--- config.mk ---
export PLATFORM = sky130hd
export DESIGN_NAME = button_conditioner
export DESIGN_NICKNAME = d
export VERILOG_FILES = /design/src/rtl/button_conditioner.sv
export SDC_FILE = /design/constraint.sdc
export NUM_CORES = 1
export LEC_CHECK = 0
export BUFFER_PORTS_ARGS = -buffer_cell sky130_fd_sc_hd__buf_2
export CAP_MARGIN = 10
export CORE_MARGIN = 3
export CORE_UTILIZATION = 62
export CTS_CLUSTER_DIAMETER = 100
export DETAILED_ROUTE_END_ITERATION = 8
export GPL_ROUTABILITY_DRIVEN = 0
export PLACE_DENSITY = 0.77
export REMOVE_ABC_BUFFERS = 1
export SETUP_SLACK_MARGIN = 0.5
export SLEW_MARGIN = 20
export SYNTH_ARGS = -nofsm -noshare
export SYNTH_HDL_FRONTEND = slang
export SYNTH_SLANG_ARGS = --single-unit
--- constraint.sdc ---
create_clock -name vga_clk -period 2.3 [get_ports vga_clk]
set_input_delay 0.23 -clock vga_clk [delete_from_list [all_inputs] [get_ports vga_clk]]
set_output_delay 0.23 -clock vga_clk [all_outputs]
set_load 0.01 [all_outputs]
--- src/rtl/button_conditioner.sv ---
// rtl/button_conditioner.sv - debounced level and press-pulse front end for the Move/Select buttons
//
// Purpose:
//   Conditions the two raw active-low pad buttons of the memory game (Move, Select)
//   into clean active-high levels and single-cycle press pulses in the vga_clk domain.
//   Each button: 2-flop synchronizer -> debounce FSM -> registered level/pulse.
//
// Optional feature (macro BTN_AUTOREPEAT_EN):
//   When defined, Move auto-repeats while held: first extra pulse REPEAT_DELAY cycles
//   after the press pulse, then one every REPEAT_PERIOD cycles. Select never repeats.
//   When undefined, no repeat counter exists and the REPEAT_* parameters are ignored.
//
// Ports:
//   vga_clk      in   block clock (25 MHz)
//   rst          in   asynchronous active-low reset
//   btnMove      in   raw Move button, active-low, asynchronous
//   btnSelect    in   raw Select button, active-low, asynchronous
//   move_level   out  debounced Move, 1 = pressed
//   select_level out  debounced Select, 1 = pressed
//   move_pulse   out  one-cycle strobe per accepted Move press (and per repeat)
//   select_pulse out  one-cycle strobe per accepted Select press

module button_conditioner #(
    parameter int DB_CYCLES     = 250000,
    parameter int REPEAT_DELAY  = 12500000,
    parameter int REPEAT_PERIOD = 5000000
) (
    input  logic vga_clk,
    input  logic rst,
    input  logic btnMove,
    input  logic btnSelect,
    output logic move_level,
    output logic select_level,
    output logic move_pulse,
    output logic select_pulse
);

`ifdef BTN_AUTOREPEAT_EN
    localparam bit MOVE_REPEAT = 1'b1;
`else
    localparam bit MOVE_REPEAT = 1'b0;
`endif

    localparam int CW = $clog2(DB_CYCLES) + 1;
    localparam logic [CW-1:0] CNT_LAST = CW'(DB_CYCLES - 1);
    localparam logic [CW-1:0] CNT_ONE  = CW'(1);

    typedef enum logic [1:0] {
        S_IDLE         = 2'd0,
        S_PRESS_WAIT   = 2'd1,
        S_HELD         = 2'd2,
        S_RELEASE_WAIT = 2'd3
    } state_t;

    logic [1:0] pad_n;
    logic [1:0] level_vec;
    logic [1:0] pulse_vec;

    // Index 0 = Move, index 1 = Select.
    assign pad_n = {btnSelect, btnMove};

    for (genvar b = 0; b < 2; b++) begin : g_btn
        state_t          state_q, state_d;
        logic [1:0]      sync_q, sync_d;
        logic [CW-1:0]   cnt_q, cnt_d, cnt_inc;
        logic            level_q, level_d;
        logic            pulse_q, pulse_d;
        logic            released;
        logic            rpt_fire;

        always_comb begin
            sync_d = {sync_q[0], pad_n[b]};
        end

        // Synchronized pad, 1 = button released.
        assign released = sync_q[1];
        assign cnt_inc  = (cnt_q == {CW{1'b1}}) ? cnt_q : cnt_q + CNT_ONE;

        // State register; outputs are registered here too so no pad-to-output path exists.
        always_ff @(posedge vga_clk or negedge rst) begin
            if (!rst) begin
                state_q <= S_IDLE;
                cnt_q   <= '0;
                sync_q  <= 2'b11;
                level_q <= 1'b0;
                pulse_q <= 1'b0;
            end else begin
                state_q <= state_d;
                cnt_q   <= cnt_d;
                sync_q  <= sync_d;
                level_q <= level_d;
                pulse_q <= pulse_d;
            end
        end

        // Next-state logic: cnt counts consecutive samples at the candidate new level.
        always_comb begin
            state_d = state_q;
            cnt_d   = cnt_q;
            case (state_q)
                S_IDLE: begin
                    if (!released) begin
                        state_d = S_PRESS_WAIT;
                        cnt_d   = CNT_ONE;
                    end
                end
                S_PRESS_WAIT: begin
                    if (released) begin
                        state_d = S_IDLE;
                        cnt_d   = '0;
                    end else if (cnt_q == CNT_LAST) begin
                        state_d = S_HELD;
                        cnt_d   = '0;
                    end else begin
                        cnt_d = cnt_inc;
                    end
                end
                S_HELD: begin
                    if (released) begin
                        state_d = S_RELEASE_WAIT;
                        cnt_d   = CNT_ONE;
                    end
                end
                S_RELEASE_WAIT: begin
                    if (!released) begin
                        state_d = S_HELD;
                        cnt_d   = '0;
                    end else if (cnt_q == CNT_LAST) begin
                        state_d = S_IDLE;
                        cnt_d   = '0;
                    end else begin
                        cnt_d = cnt_inc;
                    end
                end
                default: begin
                    state_d = S_IDLE;
                    cnt_d   = '0;
                end
            endcase
        end

        // Output logic: a bounce back from RELEASE_WAIT to HELD keeps level high,
        // so the rising-edge pulse cannot fire twice for one press.
        always_comb begin
            level_d = (state_q == S_HELD) || (state_q == S_RELEASE_WAIT);
            pulse_d = (level_d && !level_q) || rpt_fire;
        end

        // The reload arithmetic below needs REPEAT_DELAY >= REPEAT_PERIOD > 0.
        if ((b == 0) && MOVE_REPEAT && (REPEAT_PERIOD > 0) && (REPEAT_DELAY >= REPEAT_PERIOD)) begin : g_repeat
            localparam int RW = $clog2(REPEAT_DELAY + 1);
            localparam logic [RW-1:0] RPT_FIRE_AT = RW'(REPEAT_DELAY);
            localparam logic [RW-1:0] RPT_RELOAD  = RW'(REPEAT_DELAY - REPEAT_PERIOD + 1);

            logic [RW-1:0] rpt_q, rpt_d;
            logic          fire;

            // rpt_q equals the number of cycles since the press pulse, so firing at
            // REPEAT_DELAY lands exactly REPEAT_DELAY after it; the reload value
            // makes every later hit REPEAT_PERIOD cycles apart.
            always_comb begin
                rpt_d = '0;
                fire  = 1'b0;
                if (state_q == S_HELD) begin
                    if (rpt_q == RPT_FIRE_AT) begin
                        fire  = 1'b1;
                        rpt_d = RPT_RELOAD;
                    end else begin
                        rpt_d = rpt_q + RW'(1);
                    end
                end
            end

            always_ff @(posedge vga_clk or negedge rst) begin
                if (!rst) begin
                    rpt_q <= '0;
                end else begin
                    rpt_q <= rpt_d;
                end
            end

            assign rpt_fire = fire;
        end else begin : g_no_repeat
            assign rpt_fire = 1'b0;
        end

        assign level_vec[b] = level_q;
        assign pulse_vec[b] = pulse_q;
    end

    assign move_level   = level_vec[0];
    assign select_level = level_vec[1];
    assign move_pulse   = pulse_vec[0];
    assign select_pulse = pulse_vec[1];

endmodule

* Word-level counts from Yosys, hierarchy flattened
Index checks and enable logic that the tools add are counted.
Storage, ports and cells: bits in registers 50, input bits 4, output and inout bits 4, logic and storage cells 70
Cells by class: add/sub/neg operators 2, equal/unequal tests 18, mux-type cells 28, reduce and logical (&&, ||, !) cells 12
Operator list (number):
- $mux W19 | 12
- $pmux W19 S4 | 2
- $add A19 B1 Y19 const B | 2
- $eq A19 B18 Y1 const B | 2
- $eq A19 B19 Y1 const B | 2
- $mux W2 | 12
- $pmux W2 S4 | 2
- $ne A3 B3 Y1 const B | 4
- $eq A2 B2 Y1 const B | 4
- $ne A2 B2 Y1 const B | 4
- $reduce_and A4 Y1 | 2
- $eq A2 B1 Y1 const B | 2
- $logic_not A2 Y1 | 2
- $reduce_and A2 Y1 | 2
- $logic_and A1 B1 Y1 | 2
- $logic_not A1 Y1 | 2
- $logic_or A1 B1 Y1 | 2

* Longest topological paths before layout
depth after elaboration 5, depth in mapped cells 8, gate-level depth less buffers 6

* Worst setup path before layout
Ideal clock, no wire load.
path kind register -> register, start point register g_btn[0].cnt_q[9], end point register g_btn[0].cnt_q[15], library setup time 0.125 ns, arrival time 1.891 ns, slack 0.284 ns, cell stages (with the launch flop) 8, path through dfrtp_1 buf_6 or4b_4 nor4_4 a21o_2 buf_6 o21ai_1 mux2_4
Between the ends: longest elaborated chain between the ends 5, elaborated cells on any way between the ends 8, those cells by class add/sub (1); eq/ne (2); mux (5)
RTL lines:
- from (decl) | line 65 | logic [CW-1:0] cnt_q, cnt_d, cnt_inc;
- from (signal assigned) | line 89 | cnt_q <= cnt_d;
- $add A19 B1 Y19 / $eq A19 B19 Y1 (equally long branches) | line 77 | assign cnt_inc = (cnt_q == {CW{1'b1}}) ? cnt_q : cnt_q + CNT_ONE;
- $mux W19 | line 77
- $mux W19 * | line 111, 128
- $mux W19, on equally long branches | line 125, 108
- $pmux W19 S4 * | line 100 | case (state_q)
Every way passes the cells marked *; elsewhere a longest branch is shown, timed or not. A chain may end at the register's enable or synchronous reset.

* Worst setup path in the final report
start point register g_btn[1].cnt_q[0], end point register g_btn[1].cnt_q[16]
Between the ends: longest elaborated chain between the ends 5, elaborated cells on any way between the ends 8, those cells by class add/sub (1); eq/ne (2); mux (5)
RTL lines (line):
- from (decl) | 65
- from (signal assigned) | 89
- $add A19 B1 Y19 / $eq A19 B19 Y1 (equally long branches) | 77
- $mux W19 | 77
- $mux W19 * | 111, 128
- $mux W19, on equally long branches | 125, 108
- $pmux W19 S4 * | 100
Marked as above.

==> impl_metrics.py <==
metrics = {
    "status": {
        "status": "finished, violations left",
        "violations": "hold timing",
    },
    "floorplanning": {
        "core-area_um2": 4173,
        "die_h_um": 72.97,
        "io_pins": 8,
        "die_area_um2": 5324,
        "initial_core_util_pct": 66.63,
        "chipWidth_um": 72.97,
        "rows": 23,
    },
    "clocking": {
        "clkLatencyLatePin_ns": 0.32,
        "root_buffer": "clkbuf_8",
        "cts_made_buffers": 5,
        "htree_num_levels": 2,
        "cts_sinks": 50,
        "clk_transition_reported_paths_ns": 0.10,
        "cts_hold_buf": 0,
        "cts_tree": "done",
        "cts.path.max_buffers": 2,
    },
    "sta": {
        "timing.final.crit_period_ns": 2.183,
        "timing_max_transition_violations_final": 0,
        "clock.fmax_ghz": 0.4582,
        "relSlewSlack_pct": 56.83,
        "holdWs_ns": -0.001870,
        "finalCritPeriodShare_pct": 94.89,
        "setup_ws_ns": 0.1174,
        "setup_viol": 0,
        "hold_viol_final": 1,
        "skew_ns": 0.01780,
        "tightest_slew_ns": 0.6475,
        "rsz0062_at_grt": "yes",
        "tns_ns": 0,
    },
    "critical_path": {
        "r2r.worst_path.cells": 7,
        "reg2reg_to": "g_btn[1].cnt_q[16]",
        "path_max_fanout": 7,
        "worst-path-buf-inv": 1,
        "r2r-start": "g_btn[1].cnt_q[0]",
        "crit_family": "simple AND/OR/NAND/NOR gates",
        "cpMaxStageDelayCell": "dfrtp_1",
        "worstSetupPathType": "reg2reg",
        "crit_required_ns": 2.52,
        "cp.arrival_ns": 2.40,
        "crit_path_cell_trace": "ha_2 > nand4_1 > nor2_4 > buf_4 > and3b_1 > a31oi_2 > o21ba_2",
        "cp-end-kind": "register",
        "slowest_delay_ns": 0.45,
        "crit_path_start_kind": "register",
        "crit_cells": 7,
        "r2r_slack_ns": 0.12,
    },
    "yosys": {
        "synth_edf_count": 0,
        "synth-seq-cells": 50,
        "async_reset_ff_share_pct": 100.0,
        "netlist_instances": 307,
        "yosysUniqueCellTypes": 57,
        "synth_most_common_cell": "dfrtp_1",
        "synth_common_cells": "dfrtp_1 (46), a21oi_1 (31), nand2_1 (24), nor2_1 (22), nand3_1 (17)",
        "yosys.area.top_type_share_pct": 41.40,
        "yosys_warnings": 0,
        "syn-cell-area_um2": 2780,
        "yosysTopAreaCell": "dfrtp_1",
        "synth_ff_type": "dfrtp_1",
        "yosysSeqAreaShare_pct": 45.18,
        "avgSynthCellArea_um2": 9.056,
        "synthTopCellsByArea": "dfrtp_1 (41%), a21oi_1 (5.6%), dfstp_2 (3.8%)",
    },
    "grt": {
        "gr-usage-all-layers_pct": 32.07,
        "grt_max_degree": 51,
        "grt_pass1_vias": 2713,
        "grt_overflow": 0,
        "grt_antenna_before_repair": 0,
        "grt_pass1_wl_um": 13210,
    },
    "placed_design": {
        "dp_slack_ns": 0.2029,
        "place_hpwl_um": 4444,
        "placed_area_um2": 2895,
        "dp.cells": 361,
        "io_buffer_count": 7,
    },
    "drt": {
        "vias_per_cell": 7.956,
        "drt-initial-drc-count": 639,
        "drt-pass1-iter-count": 6,
        "wl_per_cell_um": 25.85,
        "drc_errors": 0,
        "antenna_violating_nets_post_route": 0,
        "wl_um": 10550,
        "vias": 3246,
    },
    "power": {
        "vdd_drop_max_v": 0.001044,
        "p_per_area_nw_per_um2": 891.1,
        "leakage_nw": 1.512,
        "finalPower_mw": 3.403,
    },
    "cells_and_area": {
        "drive_above_1_share_pct": 44.41,
        "nets": 363,
        "fin_cells": 408,
        "fin_util_pct": 91.51,
        "stdcell_area_um2": 3819,
        "area_growth_pct": 37.35,
        "diodes": 0,
    },
    "flow_run": {
        "drv_cap": 0,
    },
    "worst_hold_path": {
        "hp-class": "in2async",
    },
}
## cell usage in the layout (no fill, tap or decap), types with 5 or more instances in the layout
cell type  netlist  layout
nand2_1         24      21
o21ai_0         13       6
nand3_1         17      14
a31oi_1         15      10
dfrtp_1         46      43
a21oi_1         31      10
buf_4            0      35
clkbuf_8         0       5
o21ai_2          0       9
a41oi_2          0       5
nor2_1          22      19
buf_6            2      17
a21oi_2          0      20
buf_2            7       7
inv_1            8       8
nor3_2           0       5
nand4_1          9       9
## where the power goes
part	internal, mW	total [mW]	switching (mW)
combinational	0.744	1.76	1.01
sequential	0.995	1.12	0.127
clock	0.217	0.524	0.307
total	1.96	3.40	1.45
## routing by layer
metal  GRT usage [%]  share of wire, %  vias up
met5               0                 0        -
met4           14.96               6.6        0
met3           7.713                14      112
met2           44.39                43      364
met1           47.26                36     1498
li1                -                 -     1272
## sequential cells by signal, summed over array words and instances (netlist names), named ones only
register and count:
g_btn.sync_q 4, g_btn.state_q 2, select_pulse 1, g_btn.cnt_q 38
move_level 1, move_pulse 1, select_level 1
## final cells by class
class / count / area [um^2]
Multi-Input combinational cell: 233 / 1897
Sequential cell: 50 / 1260
Timing Repair Buffer: 59 / 489.2
Fill cell: 147 / 354.1
Clock buffer: 8 / 80.08
Tap cell: 50 / 62.56
Inverter: 8 / 30.03
## cell families (layout without fill, tap and decap cells)
kind of cell,count (synthesis),count (layout),synth area share (%)
compound gates,107,108,25.34
xor+xnor,2,2,0.6302
fa+ha+maj,2,2,0.8999
buf+inv,25,75,4.230
flops,50,50,45.18
mux,1,1,0.5399
simple gates,120,120,23.18
## what timing repair did
| item | CTS | global route |
|---|---|---|
| cloned | 4 | 1 |
| setup buffers | 29 | 5 |
| setup endpoints to repair | 41 | 42 |
| gates resized for setup | 51 | 79 |
| pin swaps | 32 | 40 |
## worst max path at each step
stage | start | end | slack (ns)
3_3_place_gp | g_btn[0].cnt_q[0] | g_btn[0].cnt_q[0] | 0.27
3_5_place_dp | g_btn[0].cnt_q[0] | g_btn[0].cnt_q[5] | 0.20
4_1_cts | g_btn[1].cnt_q[13] | g_btn[1].cnt_q[11] | 0.36
6_report | g_btn[1].cnt_q[0] | g_btn[1].cnt_q[16] | 0.12
2_1_floorplan | g_btn[0].cnt_q[0] | g_btn[0].cnt_q[14] | 0.02
5_1_grt | g_btn[1].cnt_q[0] | g_btn[1].cnt_q[16] | 0.1
(Power assumes the default switching activity.)
